## config.mk

```make
export PLATFORM = sky130hd
export DESIGN_NAME = fifo_n_flat
export DESIGN_NICKNAME = d
export VERILOG_FILES = /design/src/rtl/fifo_pkg.sv /design/src/rtl/fifo_n_if.sv /design/src/rtl/fifo_n_ptr.sv /design/src/rtl/fifo_n.sv /design/src/flat_wrapper.sv
export SDC_FILE = /design/constraint.sdc
export NUM_CORES = 1
export LEC_CHECK = 0
export ABC_AREA = 0
export ABC_CLOCK_PERIOD_IN_PS = 2400
export BUFFER_PORTS_ARGS = -buffer_cell sky130_fd_sc_hd__buf_2
export CORE_ASPECT_RATIO = 1.5
export CORE_MARGIN = 2
export CORE_UTILIZATION = 35
export CTS_CLUSTER_SIZE = 10
export DETAILED_ROUTE_END_ITERATION = 7
export PLACE_DENSITY = 0.54
export SYNTH_ARGS = -nofsm -noshare
export SYNTH_HDL_FRONTEND = slang
export SYNTH_SLANG_ARGS = --single-unit
export TNS_END_PERCENT = 50
```

## constraint.sdc

```tcl
create_clock -name clk -period 2.4 [get_ports clk]
set_clock_uncertainty 0.2 [all_clocks]
set_input_delay 0.12 -clock clk [delete_from_list [all_inputs] [get_ports clk]]
set_output_delay 0.12 -clock clk [all_outputs]
set_load 0.1 [all_outputs]
```

## src/rtl/fifo_pkg.sv

```systemverilog
// fifo_pkg: shared width helpers and parameter limits for fifo_n.
// FIFO_N_BYPASS_EN (default undefined) makes an empty FIFO pass indata straight through.
package fifo_pkg;
  localparam int DEPTH_MIN = 2;
  localparam int DEPTH_MAX = 1024;
  function automatic int clog2(input int v);
    int r;
    r = 0;
    while ((1 << r) < v) r++;
    return r;
  endfunction
  function automatic int cw_of(input int d);
    return clog2(d + 1);
  endfunction
  function automatic int pw_of(input int d);
    return (d > 1) ? clog2(d) : 1;
  endfunction
  localparam int CW_DEF = cw_of(4);
  localparam int PW_DEF = pw_of(4);
endpackage

```

## src/rtl/fifo_n_if.sv

```systemverilog
// fifo_n_if: addq/shiftq queue handshake plus status flags between producer and consumer.
interface fifo_n_if
  import fifo_pkg::*;
#(
  parameter int width = 8,
  parameter int depth = 4
);
  localparam int CW = cw_of(depth);
  logic addq;
  logic shiftq;
  logic [width-1:0] indata;
  logic [width-1:0] outdata;
  logic full;
  logic empty;
  logic almost_full;
  logic [CW-1:0] count;
  logic overflow;
  logic underflow;
  modport master (
    output addq, shiftq, indata,
    input  full, empty, almost_full, count, outdata, overflow, underflow
  );
  modport slave (
    input  addq, shiftq, indata,
    output full, empty, almost_full, count, outdata, overflow, underflow
  );
endinterface

```

## src/rtl/fifo_n_ptr.sv

```systemverilog
// fifo_n_ptr: modulo-depth pointer with increment enable; wraps by compare-and-clear.
module fifo_n_ptr #(
  parameter int depth = 4,
  parameter int pw = 2
) (
  input  logic clk,
  input  logic reset,
  input  logic inc,
  output logic [pw-1:0] ptr
);
  always_ff @(posedge clk or posedge reset)
    if (reset) ptr <= '0;
    else if (inc) ptr <= (ptr == pw'(depth - 1)) ? '0 : ptr + 1'b1;
endmodule

```

## src/rtl/fifo_n.sv

```systemverilog
// fifo_n: depth x width synchronous FIFO with occupancy, almost-full and sticky error flags.
// Define FIFO_N_BYPASS_EN to let an empty FIFO pass indata straight through like a zero-depth queue.
module fifo_n
  import fifo_pkg::*;
#(
  parameter int width = 8,
  parameter int depth = 4,
  parameter int afull_thresh = depth - 1
) (
  input  logic clk,
  input  logic reset,
  fifo_n_if.slave q
);
  localparam int CW = cw_of(depth);
  localparam int PW = pw_of(depth);
  if (depth < DEPTH_MIN || depth > DEPTH_MAX) begin : g_bad_depth
    $error("fifo_n: depth out of range");
  end
  logic [width-1:0] mem [depth];
  logic [CW-1:0] cnt;
  logic [PW-1:0] wr, rd;
  logic is_empty, byp, pop_ok, push_ok, ov, un;
  assign is_empty = cnt == '0;
`ifdef FIFO_N_BYPASS_EN
  assign byp = q.addq && q.shiftq && is_empty;
  assign q.empty = is_empty && !q.addq;
  assign q.outdata = is_empty ? q.indata : mem[rd];
`else
  assign byp = 1'b0;
  assign q.empty = is_empty;
  assign q.outdata = mem[rd];
`endif
  assign pop_ok = q.shiftq && !is_empty;
  // a full FIFO still accepts a push when the head leaves in the same cycle
  assign push_ok = q.addq && !byp && (cnt != CW'(depth) || pop_ok);
  assign q.full = cnt == CW'(depth);
  assign q.almost_full = cnt >= CW'(afull_thresh);
  assign q.count = cnt;
  assign q.overflow = ov;
  assign q.underflow = un;
  always_ff @(posedge clk or posedge reset)
    if (reset) begin
      cnt <= '0;
      ov <= 1'b0;
      un <= 1'b0;
      for (int i = 0; i < depth; i++) mem[i] <= '0;
    end else begin
      cnt <= cnt + CW'(push_ok) - CW'(pop_ok);
      if (q.addq && !push_ok && !byp) ov <= 1'b1;
      if (q.shiftq && is_empty && !byp) un <= 1'b1;
      if (push_ok) mem[wr] <= q.indata;
    end
  fifo_n_ptr #(.depth(depth), .pw(PW)) u_wr (.clk(clk), .reset(reset), .inc(push_ok), .ptr(wr));
  fifo_n_ptr #(.depth(depth), .pw(PW)) u_rd (.clk(clk), .reset(reset), .inc(pop_ok), .ptr(rd));
endmodule

```

## src/flat_wrapper.sv

```systemverilog
// flat-port wrapper written by rule: the top's interface ports become plain ports
module fifo_n_flat import fifo_pkg::*;
#(
  parameter int width = 8,
  parameter int depth = 4,
  parameter int afull_thresh = depth - 1
)
  (clk, reset, q_addq, q_shiftq, q_indata, q_full, q_empty, q_almost_full, q_count, q_outdata, q_overflow, q_underflow);
  fifo_n_if #(.width(width), .depth(depth)) q_i ();
  input  logic clk;
  input  logic reset;
  input wire logic [$bits(q_i.addq)-1:0] q_addq;
  input wire logic [$bits(q_i.shiftq)-1:0] q_shiftq;
  input wire logic [$bits(q_i.indata)-1:0] q_indata;
  output wire logic [$bits(q_i.full)-1:0] q_full;
  output wire logic [$bits(q_i.empty)-1:0] q_empty;
  output wire logic [$bits(q_i.almost_full)-1:0] q_almost_full;
  output wire logic [$bits(q_i.count)-1:0] q_count;
  output wire logic [$bits(q_i.outdata)-1:0] q_outdata;
  output wire logic [$bits(q_i.overflow)-1:0] q_overflow;
  output wire logic [$bits(q_i.underflow)-1:0] q_underflow;
  assign q_i.addq = q_addq;
  assign q_i.shiftq = q_shiftq;
  assign q_i.indata = q_indata;
  assign q_full = q_i.full;
  assign q_empty = q_i.empty;
  assign q_almost_full = q_i.almost_full;
  assign q_count = q_i.count;
  assign q_outdata = q_i.outdata;
  assign q_overflow = q_i.overflow;
  assign q_underflow = q_i.underflow;
  fifo_n #(.width(width), .depth(depth), .afull_thresh(afull_thresh)) u_core (.clk(clk), .reset(reset), .q(q_i));
endmodule
```

==> results.sh, run 1 <==
export IMPL_status="completed"
export IMPL_track_usage=0.134
export IMPL_hp_class="reg -> reg"
export IMPL_antenna_left=0
export IMPL_r2r_start="u_core.q.count[1]"
export IMPL_synthAdderAreaFrac=0.0632
export IMPL_synth_top_family_by_area="multiplexers"
export IMPL_wl_per_cell_microns=15.1
export IMPL_reg2reg_to="u_core.q.count[2]"
export IMPL_timing_final_crit_share=0.948
export IMPL_max_freq_ghz=0.440
export IMPL_drv_slew=0
export IMPL_maxCapViolCount=0
export IMPL_synth_seq_area_share=0.540
export IMPL_crit_start="u_core.q.count[1]"
export IMPL_rsz0062_at_grt="no"
export IMPL_grt_pass1_wl_microns=6040
export IMPL_whs_path_depth=1
export IMPL_postCtsSetupRepairBufs=0
export IMPL_num_rows=32
export IMPL_ys_types=18
export IMPL_root_buffer="clkbuf_8"
export IMPL_crit_path_end="u_core.q.count[2]"
export IMPL_yosys_area_share_simple=0.0513
export IMPL_cp_data_required_time_ns=2.38
export IMPL_cp_end_kind="flop"
export IMPL_final_nets=191
export IMPL_synth_seq_cells=41
export IMPL_syn_area_per_cell_sq_um=15.2
export IMPL_via_per_inst=4.81
export IMPL_worstSkewPairLatency_ns=0.29
export IMPL_die_area_sq_um=6050
export IMPL_fill_cells=507
export IMPL_synthXorXnorAreaFrac=0.00461
export IMPL_cts_tree="done"
export IMPL_drt_iter0_drc=24
export IMPL_dr_pass1_iters=2
export IMPL_relSlewSlack=0.584
export IMPL_io_pins=28
export IMPL_grt_max_degree=42
export IMPL_clock_path_buffers=2
export IMPL_area_delta_synth_final_pct=24.0
export IMPL_synth_mux_area_frac=0.308
export IMPL_cts_inserted_buffers=5
export IMPL_initial_utilization=0.365
export IMPL_tightest_slew_ns=0.624
export IMPL_die_y_microns=94.3
export IMPL_critical_path_class="reg -> reg"
export IMPL_diodes=0
export IMPL_grt_pass1_vias=1227
export IMPL_syn_area_sq_um=1900
export IMPL_die_w_microns=64.2
export IMPL_drc=0
export IMPL_clk_pin_slew_ns=0.07
export IMPL_routed_wirelength_microns=3610
export IMPL_dp_hpwl_microns=2530
export IMPL_grt_ovfl_total=0
export IMPL_rrSetupSlack_ns=0.13
export IMPL_dr_total_vias=1149
export IMPL_cp_max_fo=7
export IMPL_finalSetupViolCount=0
export IMPL_r2r_cells=8
export IMPL_dpl_worst_slack_ns=0.107
export IMPL_core_area_sq_um=5200
export IMPL_startpoint_type="flop"
export IMPL_antenna_found_initial=0
export IMPL_clock_sinks=41
export IMPL_gp_congestion=0.717
export IMPL_finalCriticalPeriod_ns=2.27
export IMPL_io_buffers=27
export IMPL_synthesis_nets=146
export IMPL_drive_gt1_frac=0.538
export IMPL_synth_compound_area_share=0.0105
export IMPL_htreeDepth=2
export IMPL_synth_warnings=0
export IMPL_setup_slack_ns=0.126
export IMPL_finalHoldViolCount=0
export IMPL_arrival_ns=2.25
export IMPL_synthCells=125
-- state kept, by name, summed over array words and instances, names as in the netlist --
signal              flops
u_core.mem             32
u_core.q.underflow      1
u_core.q.count          3
u_core.u_wr.ptr         2
u_core.u_rd.ptr         2
u_core.q.overflow       1
-- cell type report --
class	count	area (sq um)	share of cell area
Clock buffer	5	68.8	0.0292
Tap cell	68	85.1	0.0361
Timing Repair Buffer	40	260	0.110
Inverter	9	33.8	0.0143
Sequential cell	41	1030	0.439
Multi-Input combinational cell	73	856	0.363
Clock inverter	3	17.5	0.00743
-- through the flow --
step / cell area, sq um / util / setup TNS (ns) / instances / hold WS (ns)
floorplan: 1930 / - / -1.57 / 125 / 0.0369
global placement: 2150 / 0.413 / 0 / 220 / 0.0656
detailed placement: 2150 / 0.413 / 0 / 220 / 0.0839
CTS: 2350 / 0.451 / 0 / 239 / 0.261
global route: 2360 / 0.453 / 0 / 239 / 0.283
finish: 2360 / 0.453 / 0 / 239 / 0.253
-- repair_timing --
item / CTS / global route
endpoints found under the setup margin: 0 / 1
hold buffers: 11 / 0
gates resized for setup: 0 / 1
endpoints found under the hold margin: 75 / 0
-- critical path: stages, from the launching register on --
cell,delay (ns)
dfrtp_4,0.54
nor3_4,0.21
nand2b_4,0.17
inv_1,0.05
ha_1,0.26
inv_1,0.04
ha_1,0.18
fa_1,0.37
xor2_1,0.15
-- synth_stat cells --
library cell   n  area share
nor2b_1        1      0.0033
nor4b_4        1       0.013
inv_1          9       0.018
nor3_1         2      0.0053
fa_1           1       0.011
ha_1           8       0.053
a21o_1         2      0.0079
clkbuf_1       1      0.0020
xor2_1         1      0.0046
o21ai_0        1      0.0026
mux2_2        36        0.21
nand2_1        5      0.0099
nand2b_1       1      0.0033
mux4_2         8       0.095
buf_2          1      0.0026
dfrtp_1       41        0.54
nor2_2         4       0.013
nor2_1         2      0.0040
-- kinds of logic after synthesis --
logic type / count (synthesis)
AOI/OAI and AO/OA: 3
xor gates and xnor gates: 1
adders and majority gates: 9
buffers and inverters: 11
DFF: 41
muxes: 44
and+or+nand+nor: 16
-- worst min path at each step --
stage                  startpoint            endpoint  slack (ns)
6_report        u_core.q.overflow   u_core.q.overflow        0.25
5_1_grt        u_core.q.underflow  u_core.q.underflow        0.28
4_1_cts         u_core.q.overflow   u_core.q.overflow        0.26
3_5_place_dp                reset  u_core.u_rd.ptr[0]        0.08
3_3_place_gp                reset  u_core.u_rd.ptr[1]        0.07
2_1_floorplan              q_addq   u_core.q.overflow        0.04
-- cells in the final DEF (no fill, tap or decap), drive strengths merged --
| master | n |
|---|---|
| fa | 1 |
| dfrtp | 41 |
| buf | 29 |
| a21o | 2 |
| nor3 | 2 |
| o21ai | 1 |
| ha | 8 |
| xor2 | 1 |
| mux4 | 8 |
| dlygate4sd3 | 11 |
| clkinvlp | 1 |
| nand2 | 5 |
| mux2 | 36 |
| nand2b | 1 |
| nor2b | 1 |
| clkbuf | 5 |
| clkinv | 2 |
| nor2 | 6 |
| inv | 9 |
| nor4b | 1 |
-- per-layer routing --
layer / share of wire / wire, microns / global-route usage / up-vias
li1: - / - / - / 530
met1: 0.40 / 1450 / 0.156 / 597
met2: 0.55 / 1990 / 0.234 / 17
met3: 0.029 / 106 / 0.0336 / 5
met4: 0.018 / 65 / 0.0532 / 0
met5: 0 / 0 / 0 / -
Power of run 1 is left out: the tool's default activity adds up to more than one toggle a clock period on the data nets, which glitch-free logic cannot reach.
==> run 2: changes to the inputs <==
--- a/config.mk
+++ b/config.mk
@@ -16,5 +16,6 @@
 export PLACE_DENSITY = 0.54
 export SYNTH_ARGS = -nofsm -noshare
 export SYNTH_HDL_FRONTEND = slang
+export SYNTH_HIERARCHICAL = 1
 export SYNTH_SLANG_ARGS = --single-unit
 export TNS_END_PERCENT = 50
==> run 2 against run 1 <==
  * Non-clock buffer count rose by 4
  * Critical endpoint is now u_core/q.count[1]
  * Area after synthesis grew 0.66%
  * Global-route usage rose by 0.54 points
  * Highest routed layer unchanged
  * Maximum frequency rose by 0.53%
  * Routed wire length rose by 3.2%
  * Synthesized cell count shrank 3.2%
  * Sequential share of layout area shrank 1.2 points
  * Die area grew 0.63%
  * Final cell count is the same
==> results.sh, run 2 <==
export IMPL_max_stage_delay_ns=0.53
export IMPL_syn_area_per_cell_sq_um=15.8
export IMPL_startpoint_type="flop"
export IMPL_timing_final_crit_share=0.943
export IMPL_clock_sinks=41
export IMPL_drive_gt1_frac=0.568
export IMPL_htreeDepth=2
export IMPL_ys_types=23
export IMPL_reg2reg_to="u_core/q.count[1]"
export IMPL_r2r_start="u_core/q.count[0]"
export IMPL_io_buffers=27
export IMPL_initial_utilization=0.356
export IMPL_wl_per_cell_microns=15.6
export IMPL_clk_pin_slew_ns=0.07
export IMPL_synthTopCellsByArea="dfrtp_1 (54%), mux2_2 (16%), mux4_2 (9.4%)"
export IMPL_drc=0
export IMPL_cp_data_required_time_ns=2.36
export IMPL_die_w_microns=64.4
export IMPL_largest_reg_flops=32
export IMPL_cp_end_kind="flop"
export IMPL_routed_wirelength_microns=3730
export IMPL_grt_pass1_wl_microns=6240
export IMPL_yosys_area_top_type="dfrtp_1"
export IMPL_core_area_sq_um=5370
export IMPL_synth_seq_area_share=0.536
export IMPL_drv_slew=0
export IMPL_cp_cell_sequence="nor4b_4 -> nand2b_1 -> ha_1 -> inv_1 -> ha_2 -> fa_2"
export IMPL_synth_warnings=6
export IMPL_die_area_sq_um=6090
export IMPL_cts_tree="done"
export IMPL_worstSkewPairLatency_ns=0.28
export IMPL_diodes=0
export IMPL_status="completed"
export IMPL_max_freq_ghz=0.442
export IMPL_antenna_left=0
export IMPL_synth_seq_cells=41
export IMPL_clock_path_buffers=2
export IMPL_grt_pass1_vias=1225
export IMPL_root_buffer="clkbuf_8"
export IMPL_antenna_found_initial=0
export IMPL_area_delta_synth_final_pct=26.2
export IMPL_grt_ovfl_total=0
export IMPL_r2r_cells=6
export IMPL_hp_class="in -> async"
export IMPL_synthesis_nets=139
export IMPL_critical_path_class="reg -> reg"
export IMPL_cts_inserted_buffers=5
export IMPL_synth_edf_count=0
export IMPL_synth_ff_type="dfrtp_1"
export IMPL_dp_hpwl_microns=2630
export IMPL_dr_total_vias=1135
export IMPL_io_pins=28
export IMPL_critPathSlowestCell="dfrtp_4"
export IMPL_yosys_top_cells_count="dfrtp_1 (41), mux2_2 (28), inv_1 (9)"
export IMPL_largest_register="u_core/mem"
export IMPL_final_common_cell="dfrtp_1"
export IMPL_via_per_inst=4.75
export IMPL_finalCriticalPeriod_ns=2.26
export IMPL_drt_iter0_drc=36
export IMPL_synthCells=121
export IMPL_yosys_area_top_type_share=0.536
export IMPL_finalHoldViolCount=0
export IMPL_synthArstFlopShare=1.00
export IMPL_die_y_microns=94.6
export IMPL_cp_max_fo=6
export IMPL_synth_most_common_cell="dfrtp_1"
export IMPL_relSlewSlack=0.595
export IMPL_cts_repair_resized=0
export IMPL_syn_area_sq_um=1910
export IMPL_layout_common_cells="dfrtp_1 (38), mux2_2 (28), buf_2 (27), dlygate4sd3_1 (11), inv_1 (9)"
export IMPL_tightest_slew_ns=0.607
export IMPL_dr_pass1_iters=3
export IMPL_grt_max_degree=38
export IMPL_final_nets=186
export IMPL_arrival_ns=2.23
export IMPL_rrSetupSlack_ns=0.14
export IMPL_num_rows=33
export IMPL_rsz0062_at_grt="no"
export IMPL_hold_worst_slack_ns=0.0521
export IMPL_finalSetupViolCount=0
export IMPL_gp_congestion=0.692
export IMPL_track_usage=0.139
export IMPL_maxCapViolCount=0
run 2: cell families after synthesis:
| kind of cell | share of synthesized area |
|---|---|
| simple gates | 0.0530 |
| xor+xnor | 0.00458 |
| fa+ha+maj | 0.0432 |
| buf+inv | 0.0301 |
| flops | 0.536 |
| compound gates | 0.0111 |
| mux | 0.322 |
run 2: stage by stage:
step	TNS (ns)	worst slack, ns	area, sq um	util	instances
after floorplan	-1.56	-0.579	1940	-	121
after global placement	0	0.116	2180	0.406	219
after detailed placement	0	0.0640	2180	0.406	219
after CTS	0	0.0586	2410	0.448	238
after global routing	0	0.0542	2410	0.450	239
final	0	0.138	2410	0.450	239
run 2: cell type report:
type                            instances  area (sq um)
Sequential cell                        41          1030
Clock inverter                          1          30.0
Multi-Input combinational cell         67           853
Tap cell                               70          87.6
Fill cell                             517          2950
Timing Repair Buffer                   44           290
Clock buffer                            7          86.3
Inverter                                9          33.8
run 2: metal layers:
| metal | track usage | vias to the layer above | wire length, microns |
|---|---|---|---|
| li1 | - | 526 | - |
| met1 | 0.160 | 584 | 1510 |
| met2 | 0.249 | 21 | 2050 |
| met3 | 0.0310 | 4 | 122 |
| met4 | 0.0585 | 0 | 45 |
| met5 | 0 | - | 0 |
run 2: critical path: cells and delay by family, from the launching register on:
kind                     cells  cell delay (ns)
adder cells (fa/ha/maj)      3             0.83
buffers and inverters        1             0.06
flip-flops                   1             0.53
AND/OR/NAND/NOR              2             0.51
run 2: how the worst max path moves through the flow:
stage,cells past startpoint,slack [ns],endpoint,from
finish,6,0.14,u_core/q.count[1],u_core/q.count[0]
CTS,6,0.06,u_core/q.count[1],u_core/q.count[0]
global route,6,0.05,u_core/q.count[1],u_core/q.count[0]
detailed placement,6,0.06,u_core/q.count[1],u_core/q.count[0]
floorplan,7,-0.58,u_core/q.count[2],u_core/q.count[0]
global placement,6,0.12,u_core/q.count[1],u_core/q.count[0]
run 2: repair_timing:
item                                    4_1_cts  5_1_grt
hold buffers                                 11        0
endpoints found under the setup margin        0        1
endpoints found under the hold margin        75        0
buffers inserted                              0        1
Power of run 2 is left out for the same reason.
